`src/rtl/conv3x3_mac_seq.sv`:
```
// rtl/conv3x3_mac_seq.sv - sequential 3x3 convolution MAC engine with shift normalisation and clip encoding
// Optional: CONV_ROUND_EN adds round-half-up before the normalisation shift.
module conv3x3_mac_seq #(
  parameter int PIX_W  = 8,
  parameter int COEF_W = 4,
  parameter int SHIFT  = 0,
  parameter int WIDTH  = 9
) (
  input  logic                 clk_in,
  input  logic                 rst_in,
  input  logic [9*PIX_W-1:0]   win_in,
  input  logic [9*COEF_W-1:0]  kern_in,
  input  logic                 in_valid,
  output logic                 in_ready,
  output logic [WIDTH-1:0]     data_out,
  output logic                 out_valid,
  input  logic                 out_ready
);
  localparam int ACC_W = PIX_W + COEF_W + 4;
  localparam logic signed [ACC_W-1:0] MAXV = ACC_W'((1 << (WIDTH-1)) - 1);
  localparam logic signed [ACC_W-1:0] RND  = ACC_W'((1 << SHIFT) >> 1);

  typedef enum logic [1:0] {S_IDLE, S_MAC, S_OUT} state_t;

  state_t                    state_q, state_d;
  logic [9*PIX_W-1:0]        win_q, win_d;
  logic [9*COEF_W-1:0]       kern_q, kern_d;
  logic signed [ACC_W-1:0]   acc_q, acc_d;
  logic [3:0]                tap_q, tap_d;
  logic [WIDTH-1:0]          data_q, data_d;

  logic [PIX_W-1:0]          pix;
  logic [COEF_W-1:0]         coef;
  logic signed [ACC_W-1:0]   pix_x, coef_x, prod, mac_sum, rounded, shifted;
  logic [WIDTH-1:0]          enc;

  assign pix    = win_q[tap_q*PIX_W +: PIX_W];
  assign coef   = kern_q[tap_q*COEF_W +: COEF_W];
  assign pix_x  = {{(ACC_W-PIX_W){1'b0}}, pix};
  assign coef_x = {{(ACC_W-COEF_W){coef[COEF_W-1]}}, coef};
  assign prod    = pix_x * coef_x;
  assign mac_sum = acc_q + prod;

`ifdef CONV_ROUND_EN
  assign rounded = mac_sum + RND;
`else
  assign rounded = mac_sum;
`endif

  assign shifted = rounded >>> SHIFT;

  // Negative results saturate to all ones so the clipper sees 2'b11 in the top bits.
  always_comb begin
    if (shifted[ACC_W-1])
      enc = {WIDTH{1'b1}};
    else if (shifted > MAXV)
      enc = {1'b1, {(WIDTH-1){1'b0}}};
    else
      enc = shifted[WIDTH-1:0];
  end

  always_ff @(posedge clk_in or posedge rst_in) begin
    if (rst_in)
      state_q <= S_IDLE;
    else
      state_q <= state_d;
  end

  always_comb begin
    state_d = state_q;
    case (state_q)
      S_IDLE:  if (in_valid)        state_d = S_MAC;
      S_MAC:   if (tap_q == 4'd8)   state_d = S_OUT;
      S_OUT:   if (out_ready)       state_d = S_IDLE;
      default:                      state_d = S_IDLE;
    endcase
  end

  always_comb begin
    in_ready  = (state_q == S_IDLE);
    out_valid = (state_q == S_OUT);
  end

  always_comb begin
    win_d  = win_q;
    kern_d = kern_q;
    acc_d  = acc_q;
    tap_d  = tap_q;
    data_d = data_q;
    case (state_q)
      S_IDLE: begin
        if (in_valid) begin
          win_d  = win_in;
          kern_d = kern_in;
          acc_d  = '0;
          tap_d  = '0;
        end
      end
      S_MAC: begin
        acc_d = mac_sum;
        if (tap_q == 4'd8) begin
          tap_d  = '0;
          data_d = enc;
        end else begin
          tap_d = tap_q + 4'd1;
        end
      end
      default: ;
    endcase
  end

  always_ff @(posedge clk_in or posedge rst_in) begin
    if (rst_in) begin
      win_q  <= '0;
      kern_q <= '0;
      acc_q  <= '0;
      tap_q  <= '0;
      data_q <= '0;
    end else begin
      win_q  <= win_d;
      kern_q <= kern_d;
      acc_q  <= acc_d;
      tap_q  <= tap_d;
      data_q <= data_d;
    end
  end

  assign data_out = data_q;

endmodule

```
`config.mk`:
```
export PLATFORM = sky130hd
export DESIGN_NAME = conv3x3_mac_seq
export DESIGN_NICKNAME = d
export VERILOG_FILES = /design/src/rtl/conv3x3_mac_seq.sv
export SDC_FILE = /design/constraint.sdc
export NUM_CORES = 1
export LEC_CHECK = 0
export ABC_AREA = 1
export CAP_MARGIN = 20
export CORE_MARGIN = 1.5
export CORE_UTILIZATION = 55
export CTS_CLUSTER_DIAMETER = 100
export DETAILED_ROUTE_END_ITERATION = 7
export GPL_TIMING_DRIVEN = 0
export PLACE_DENSITY = 0.81
export SLEW_MARGIN = 20
export SYNTH_ARGS = -nofsm -noshare
export SYNTH_HDL_FRONTEND = slang
export SYNTH_SLANG_ARGS = --single-unit
```
`constraint.sdc`:
```
create_clock -name clk_in -period 5.5 [get_ports clk_in]
set_input_delay 0.55 -clock clk_in [delete_from_list [all_inputs] [get_ports clk_in]]
set_output_delay 0.55 -clock clk_in [all_outputs]
set_load 0.01 [all_outputs]
```
==> results of run 1 <==
## critical path: stages, from the launching register on
cell,delay [ps]
dfrtp_1,470
clkbuf_1,530
o221ai_1,300
nand3_1,200
o21ai_2,120
nand2_1,80
inv_1,50
fa_1,480
fa_1,510
inv_1,60
fa_1,540
inv_1,50
ha_1,370
nand2_1,100
nand2_1,110
a21oi_4,180
inv_1,60
nand2_1,50
nand3_1,90
nor2_2,150
inv_1,60
nand2_1,70
nand2_2,70
inv_4,110
nand2_1,70
nand3_1,120
nand2_1,70
## registers in the layout, indices dropped and copies added, names as in the netlist
signal	flops
acc_q	16
data_out	9
kern_q	36
state_q	2
tap_q	4
win_q	72
## synth_stat cells (2+ instances only)
master	n
o22ai_1	4
nand3_1	51
inv_1	147
o21ai_1	9
nand4_1	6
a21oi_2	2
a21oi_1	20
clkbuf_1	20
fa_1	23
xor2_1	3
o221ai_1	8
ha_1	37
o21ai_0	96
dfrtp_1	139
or2_1	2
xnor2_1	4
nand3_2	2
buf_2	21
nor2_1	52
nor2_2	3
nor2_4	2
nand2_2	5
o211ai_1	14
inv_2	3
nand2_1	387
## metal layers
layer  share of wire (%)  wire length, µm  track usage [%]
met2                  47            10720            49.34
met3                 8.2             1873            7.702
met1                  41             9473            39.70
met4                 3.4              788            11.76
met5                   0                0                0
## timing repair
item / CTS / global route
resized for setup: 0 / 40
setup endpoints to repair: 0 / 14
hold buffers: 0 / 0
setup buffers: 0 / 1
## cell families after synthesis
logic type,count (synthesis)
simple gates,514
buf+inv,196
compound gates,157
flops,139
fa+ha+maj,60
xor+xnor,7
## placed cells by master, fill, tap and decap left out, types with 7 or more instances in the layout
cell / n
o211ai_1: 14
o21ai_0: 93
dfrtp_1: 138
ha_1: 37
buf_2: 20
clkdlybuf4s50_1: 122
nand3_1: 47
clkbuf_16: 17
nor2_1: 51
fa_1: 23
nand2_1: 387
clkbuf_1: 15
inv_1: 146
o21ai_2: 7
a21oi_1: 18
## worst max path at each step
stage / from / to / slack [ps] / cells past startpoint
after global placement: rst_in / data_out[6] / -590 / 2
after CTS: tap_q[1] / data_out[5] / 40 / 27
after global routing: tap_q[0] / data_out[5] / -5 / 27
after detailed placement: tap_q[1] / data_out[5] / 70 / 27
after floorplan: tap_q[0] / data_out[8] / 1000 / 27
final: tap_q[2] / data_out[5] / 310 / 26
## metrics by stage
stage | hold slack [ps] | instances | setup WS, ps | utilization [%] | instance area, µm²
after global routing | 496.6 | 1410 | -4.868 | 71.52 | 10400
after global placement | 457.8 | 1379 | -593.1 | 66.48 | 9662
after detailed placement | 460.6 | 1380 | 73.45 | 66.72 | 9697
after CTS | 475.9 | 1409 | 40.73 | 70.64 | 10270
after floorplan | 443.6 | 1073 | 996.0 | - | 8210
final | 477.1 | 1410 | 309.3 | 71.52 | 10400
## final cells by class
class | instances | area, µm² | share of cell area (%)
Sequential cell | 139 | 3480 | 33.47
Clock buffer | 20 | 456.7 | 4.393
Clock inverter | 9 | 113.9 | 1.095
Multi-Input combinational cell | 738 | 4061 | 39.07
Timing Repair Buffer | 124 | 1256 | 12.08
Tap cell | 184 | 230.2 | 2.215
Inverter | 152 | 584.3 | 5.621
Buffer | 44 | 212.7 | 2.046
==> impl_metrics.yaml, run 1 <==
die:
  die_height_um: 125.2
  start_util_pct: 56.49
  core_area_mm2: 0.01453
  dieWidth_um: 125.2
  io_pins: 123
  die_area_mm2: 0.01567
  row_count: 44
placement:
  hpwl_um: 16960
  gp_congestion: 0.8876
  portBuffers: 122
sta:
  finClkSkew_ps: 10.52
  fin_crit_sh_pct: 94.38
  tightestPinTransition_ps: 640.6
  slew_violations: 0
  finalSetupViolCount: 0
  hold_viol_final: 0
  slew_headroom_pct: 57.30
  fin_setup_tns_ps: 0
  fin_crit_ps: 5191
  timing.fmax_ghz: 0.1927
layout:
  diodes: 0
  final_nets: 1388
  fillCellCount: 1133
  drive_above_1_share_pct: 8.320
  area_growth_pct: 26.61
setup_path:
  path_class: "reg2reg"
  worstSetupStartpointType: "flip-flop"
  arrival_ps: 5500
  path_max_fanout: 10
  reg2reg_from: "tap_q[2]"
  reg2reg_depth: 26
  cp-end-kind: "flip-flop"
  cp.required_ps: 5810
  r2r_slack_ps: 310
  worstReg2RegEnd: "data_out[5]"
job:
  maxCapViolCount: 0
synth:
  yosys_warnings: 0
  synthSimpleGateAreaFrac_pct: 25.54
  yosysUniqueCellTypes: 38
  yosys_register_bits: 139
  synth_area_mm2: 0.008210
  synth_mux_area_share_pct: 0
  synthAdderAreaFrac_pct: 11.25
  yosysSeqAreaShare_pct: 42.37
  synth_edf_count: 0
  syn_inst: 1073
  synth_top_area_share_pct: 42.37
  syn-num-nets: 1245
  synthTopCellsByArea: "dfrtp_1 42%, nand2_1 18%, inv_1 6.7%"
  async_flop_share_pct: 100.0
  avgSynthCellArea_um2: 7.652
  synth_top_family_by_area: "simple AND/OR/NAND/NOR gates"
  synth.largest_area_cell: "dfrtp_1"
  synth_compound_area_share_pct: 10.65
  yosys.area_share.xor_xnor_pct: 0.7467
  synth_flop_cell: "dfrtp_1"
clocking:
  clk_latency_ps: 420
  clockBufferDepth: 2
  clk_pin_slew_ps: 60
  htreeDepth: 4
  cts_made_buffers: 17
  cts_sinks: 139
  cts_tree: "yes"
  root_buffer: "clkbuf_16"
worst_hold_path:
  hold_start: "win_q[52]"
  whs_path_depth: 2
  hold_end: "win_q[52]"
  worstHoldPathType: "reg2reg"
global_route:
  grt_pass1_vias: 7625
  grtUsageTotal_pct: 30.49
  grt_pass1_wl_um: 37620
  grt_overflow: 0
  grt_max_degree: 88
  antenna_found_initial: 0
route:
  drt_iter0_drc: 815
  drc: 0
  wl_per_cell_um: 16.21
  via_per_inst: 5.435
  num_vias: 7663
  ant_nets: 0
  drt_wl_total_um: 22860
  firstDrtPassIters: 6
run_status:
  status: "finished, final reports clean"
Power of run 1 is not shown: default switching activity piles up to over one toggle a cycle in this logic, so the estimate is an artifact.
==> inputs of run 2 (changes only) <==
- SETUP_SLACK_MARGIN: default -> 0.5
- clock period: 5.5 -> 5 ns (I/O delays scaled with it)
==> run 2 against run 1 <==
Effect of this change: the run now ends with negative setup slack left; maximum frequency shrank 1.1%; clock-buffer cell count fell by 2; sequential share of layout area fell by 4.2 points; routed wire length increased by 41%; die area unchanged; utilization up 10 points; hold slack better by 2.0 ps; final cell count grew 4.4%; flip-flop and latch count unchanged; first-iteration DRC count increased by 65%; non-clock buffer count rose by 57; critical path depth fell by 4; critical path type unchanged.
==> impl_metrics.yaml, run 2 (same netlist as run 1, synthesis figures left out) <==
layout:
  final_nets: 1447
  area_growth_pct: 45.11
  final_common_cell: "nand2_1"
  largest_reg_flops: 72
  regMostFlops: "win_q"
  fillCellCount: 755
  multi_input_area_mm2: 0.004841
  top_regs: "win_q (72), kern_q (36), acc_q (16)"
  drive_above_1_share_pct: 23.70
  final_cell_mix: "347 x nand2_1, 136 x dfrtp_1, 129 x inv_1, 122 x clkdlybuf4s50_1, 69 x o21ai_0"
  seqCellArea_mm2: 0.003482
  fin_util_pct: 81.97
sta:
  timing.fmax_ghz: 0.1905
  hold_viol_final: 0
  tightestPinTransition_ps: 599.3
  rsz0062_at_grt: "yes"
  fin_crit_sh_pct: 105.0
  finClkSkew_ps: 8.717
  fin_crit_ps: 5250
  finalSetupViolCount: 10
  finalWorstSetupSlack_ps: -250.5
  slew_violations: 0
  slew_headroom_pct: 60.05
placement:
  hpwl_um: 17080
  portBuffers: 122
  gp_congestion: 0.8912
setup_path:
  path_class: "reg2reg"
  path_max_fanout: 7
  worstReg2RegEnd: "data_out[3]"
  crit_top_cell: "nand3_2"
  cp_top_family: "adder cells"
  worstSetupStartpointType: "flip-flop"
  path_buf_inv: 3
  crit_chain: "nor2_1 -> nand3_2 -> buf_2 -> o21ai_4 -> buf_6 -> nand2_2 -> fa_1 -> fa_1 -> fa_1 -> inv_2 -> fa_2 -> nand3_2 -> nand3_4 -> nand2_4 -> nand3_2 -> nand2_2 -> nand3_2 -> nor2_4 -> nand4_4 -> nand2_8 -> nand3_2 -> nand2_1"
  r2r_slack_ps: -250
  cpPeakStageDelay_ps: 590
  reg2reg_depth: 22
  slowest_stage: "fa_1"
  cp.required_ps: 5370
  cp-end-kind: "flip-flop"
  reg2reg_from: "tap_q[2]"
  arrival_ps: 5620
global_route:
  grtUsageTotal_pct: 35.83
  grt_max_degree: 82
  grt_pass1_vias: 8407
  grt_pass1_wl_um: 43320
  grt_overflow: 0
  antenna_found_initial: 1
clocking:
  cts_made_buffers: 17
  htreeDepth: 4
  clk_pin_slew_ps: 60
  cts_sinks: 139
  clockBufferDepth: 2
  root_buffer: "clkbuf_16"
  cts_tree: "yes"
  clk_latency_ps: 430
route:
  wl_per_cell_um: 21.89
  firstDrtPassIters: 8
  drt_wl_total_um: 32230
  via_per_inst: 6.240
  drt_iter0_drc: 1343
  ant_nets: 0
  drc: 0
  num_vias: 9186
worst_hold_path:
  whs_path_depth: 2
  worstHoldPathType: "reg2reg"
  hold_end: "win_q[43]"
  hold_start: "win_q[43]"
die:
  row_count: 44
  die_height_um: 125.2
  dieWidth_um: 125.2
  core_area_mm2: 0.01453
  io_pins: 123
  start_util_pct: 56.49
  die_area_mm2: 0.01567
run_status:
  violations: "negative setup slack"
  status: "finished, violations left"
job:
  maxCapViolCount: 0
[run 2: metal layers]
layer	vias up	GRT usage (%)	part of all wire, %
met3	303	7.959	13
li1	3776	-	-
met1	4233	44.47	34
met2	874	57.79	44
met5	-	0	0
met4	0	21.12	9.0
[run 2: worst max path at each step]
stage	to	from	slack, ps	cells after the start
2_1_floorplan	data_out[1]	tap_q[0]	500	24
3_3_place_gp	data_out[1]	rst_in	-1070	2
3_5_place_dp	data_out[1]	tap_q[1]	-460	25
4_1_cts	data_out[2]	tap_q[0]	320	24
5_1_grt	data_out[0]	tap_q[2]	-390	24
6_report	data_out[3]	tap_q[2]	-250	22
[run 2: cell type report]
class / instances / share of cell area, %
antenna: 1 / 0.02100
buffer: 44 / 2.857
clock buffer: 18 / 3.686
clock inverter: 13 / 1.197
inverter: 152 / 5.041
multi-input combinational: 738 / 40.63
sequential: 139 / 29.23
tap: 184 / 1.932
timing repair buffer: 181 / 15.29
timing repair inverter: 2 / 0.1155
[run 2: what timing repair did]
action,CTS,global route
buffers inserted,31,22
hold buffers,0,0
gates cloned,6,1
setup endpoints to repair,22,21
pin swaps,81,56
resized for setup,191,106
[run 2: worst register-to-register path: cells and delay by family, from the launching register on]
family	cells	cell delay [ps]
AO/OA/AOI/OAI	1	220
AND/OR/NAND/NOR	14	1920
buffers and inverters	3	500
adder cells (fa/ha/maj)	4	2080
flip-flops	1	500
[run 2: stage by stage]
step | hold slack (ps) | cells | cell area, µm² | TNS [ps] | setup slack (ps)
floorplan | 443.6 | 1073 | 8214 | 0 | 503.7
global route | 494.7 | 1472 | 11910 | -2947 | -387.9
CTS | 478.7 | 1448 | 11310 | 0 | 320.7
finish | 479.1 | 1472 | 11910 | -2261 | -250.5
detailed placement | 459.8 | 1380 | 9701 | -5027 | -462.8
global placement | 456.3 | 1379 | 9666 | -151040 | -1072
Power of run 2 is left out for the same reason.
==> inputs of run 3 (changes only) <==
- HOLD_SLACK_MARGIN: default -> 0.02
- RECOVER_POWER: default -> 50
==> run 3 against run 2 <==
Effect of this change: the flow finishes with violations (max-capacitance violations, max-slew violations, negative setup slack); routed wire length rose by 0.43%; final cell count did not move; critical endpoint unchanged; worst setup slack got worse by 23 ps; register-to-register slack got worse by 20 ps; die area did not move; clock skew fell by 1.4 ps; hold slack got worse by 0.69 ps; first-iteration DRC count rose by 0.89%; sequential share of layout area rose by 0.071 points; flip-flop and latch count did not move; critical path type unchanged.
==> impl_metrics.yaml, run 3 (same netlist as run 1, synthesis figures left out) <==
die:
  die_area_mm2: 0.01567
  dieWidth_um: 125.2
  row_count: 44
  start_util_pct: 56.49
  core_area_mm2: 0.01453
  io_pins: 123
  die_height_um: 125.2
route:
  via_per_inst: 6.243
  firstDrtPassIters: 8
  wl_per_cell_um: 21.99
  num_vias: 9189
  drt_iter0_drc: 1355
  drt_wl_total_um: 32370
  ant_nets: 0
  drc: 0
sta:
  timing.fmax_ghz: 0.1896
  fin_crit_sh_pct: 105.5
  whs_ps: 478.4
  finClkSkew_ps: 7.311
  slew_violations: 142
  slew_headroom_pct: -79.40
  fin_crit_ps: 5274
  finalWorstSetupSlack_ps: -273.5
  hold_viol_final: 0
  rsz0062_at_grt: "yes"
  tightestPinTransition_ps: 2676
  finalSetupViolCount: 11
global_route:
  grtUsageTotal_pct: 35.83
  antenna_found_initial: 1
  grt_pass1_vias: 8407
  grt_max_degree: 82
  grt_pass1_wl_um: 43320
  grt_overflow: 0
layout:
  fillCellCount: 760
  design_area_mm2: 0.01189
  area_growth_pct: 44.76
  top_regs: "win_q (72), kern_q (36), acc_q (16)"
  final_nets: 1447
  fin_util_pct: 81.78
  final_common_cell: "nand2_1"
  final_cell_mix: "347 x nand2_1, 136 x dfrtp_1, 129 x inv_1, 121 x clkdlybuf4s50_1, 69 x o21ai_0"
  regMostFlops: "win_q"
  largest_reg_flops: 72
  drive_above_1_share_pct: 23.70
placement:
  hpwl_um: 17080
  placed_area_mm2: 0.009701
  post-place-ws_ps: -462.8
  gp_congestion: 0.8912
  portBuffers: 122
setup_path:
  path_max_fanout: 7
  cp-end-kind: "flip-flop"
  cp-endpoint: "data_out[3]"
  path_class: "reg2reg"
  reg2reg_from: "tap_q[2]"
  cp-startpoint: "tap_q[2]"
  cp.required_ps: 5370
  r2r_slack_ps: -270
  arrival_ps: 5640
  worstSetupStartpointType: "flip-flop"
  worstReg2RegEnd: "data_out[3]"
  reg2reg_depth: 22
clocking:
  cts_made_buffers: 17
  htreeDepth: 4
  clockBufferDepth: 2
  cts_sinks: 139
  cts_hold_buf: 0
  clk_pin_slew_ps: 60
  cts_tree: "yes"
  clk_latency_ps: 430
  root_buffer: "clkbuf_16"
run_status:
  violations: "max-capacitance violations, max-slew violations, negative setup slack"
  status: "finished, violations left"
worst_hold_path:
  worstHoldPathType: "reg2reg"
job:
  maxCapViolCount: 2
## run 3: cell count changes in the layout (fill, tap and decap cells not counted)
| cell | previous run | this run |
|---|---|---|
| clkdlybuf4s50_1 | 122 | 121 |
| buf_16 | 2 | 1 |
| dlygate4sd3_1 | 0 | 1 |
| clkbuf_2 | 1 | 2 |
| clkinvlp_2 | 0 | 1 |
| inv_8 | 1 | 0 |
## run 3: critical path, cell delays in order (launching register included)
cell,delay (ps)
dfrtp_2,500
nor2_1,370
nand3_2,200
buf_2,280
o21ai_4,220
buf_6,120
nand2_2,60
fa_1,580
fa_1,470
fa_1,580
inv_2,80
fa_2,410
nand3_2,130
nand3_4,130
nand2_4,130
nand3_2,90
nand2_2,110
nand3_2,100
nor2_4,180
nand4_4,160
nand2_8,130
nand3_2,80
nand2_1,80
## run 3: timing repair
| item | 4_1_cts | 5_1_grt |
|---|---|---|
| cloned | 6 | 1 |
| setup endpoints to repair | 22 | 21 |
| gates resized for setup | 191 | 106 |
| setup buffers | 31 | 22 |
| pin swaps | 81 | 56 |
## run 3: layout make-up
type	count	area (µm²)	area share, %
antenna	1	2.502	0.02105
buffer	44	340.3	2.863
clock buffer	18	439.2	3.695
clock inverter	13	142.6	1.200
inverter	152	594.3	5.001
multi-input combinational	738	4841	40.73
sequential	139	3482	29.30
tap	184	230.2	1.937
timing repair buffer	181	1799	15.14
timing repair inverter	2	13.76	0.1158
## run 3: worst min path at each step
stage	from	end	depth (start not counted)
after detailed placement	win_q[14]	win_q[14]	2
after global routing	win_q[19]	win_q[19]	2
final	win_q[43]	win_q[43]	2
after CTS	win_q[43]	win_q[43]	2
after floorplan	kern_q[0]	kern_q[0]	2
after global placement	win_q[19]	win_q[19]	2
## run 3: routing by layer
layer / share of wire [%] / wire, µm / track usage (%) / vias to the layer above
met5: 0 / 0 / 0 / -
li1: - / - / - / 3781
met4: 9.4 / 3045 / 21.12 / 0
met3: 12 / 4044 / 7.959 / 315
met1: 34 / 11150 / 44.47 / 4210
met2: 44 / 14130 / 57.79 / 883
## run 3: metrics by stage
step                      TNS [ps]  instances
after detailed placement     -5027       1380
final                        -2517       1472
after CTS                        0       1448
after global routing         -2947       1472
after floorplan                  0       1073
after global placement     -151040       1379
Power of run 3 is left out for the same reason.
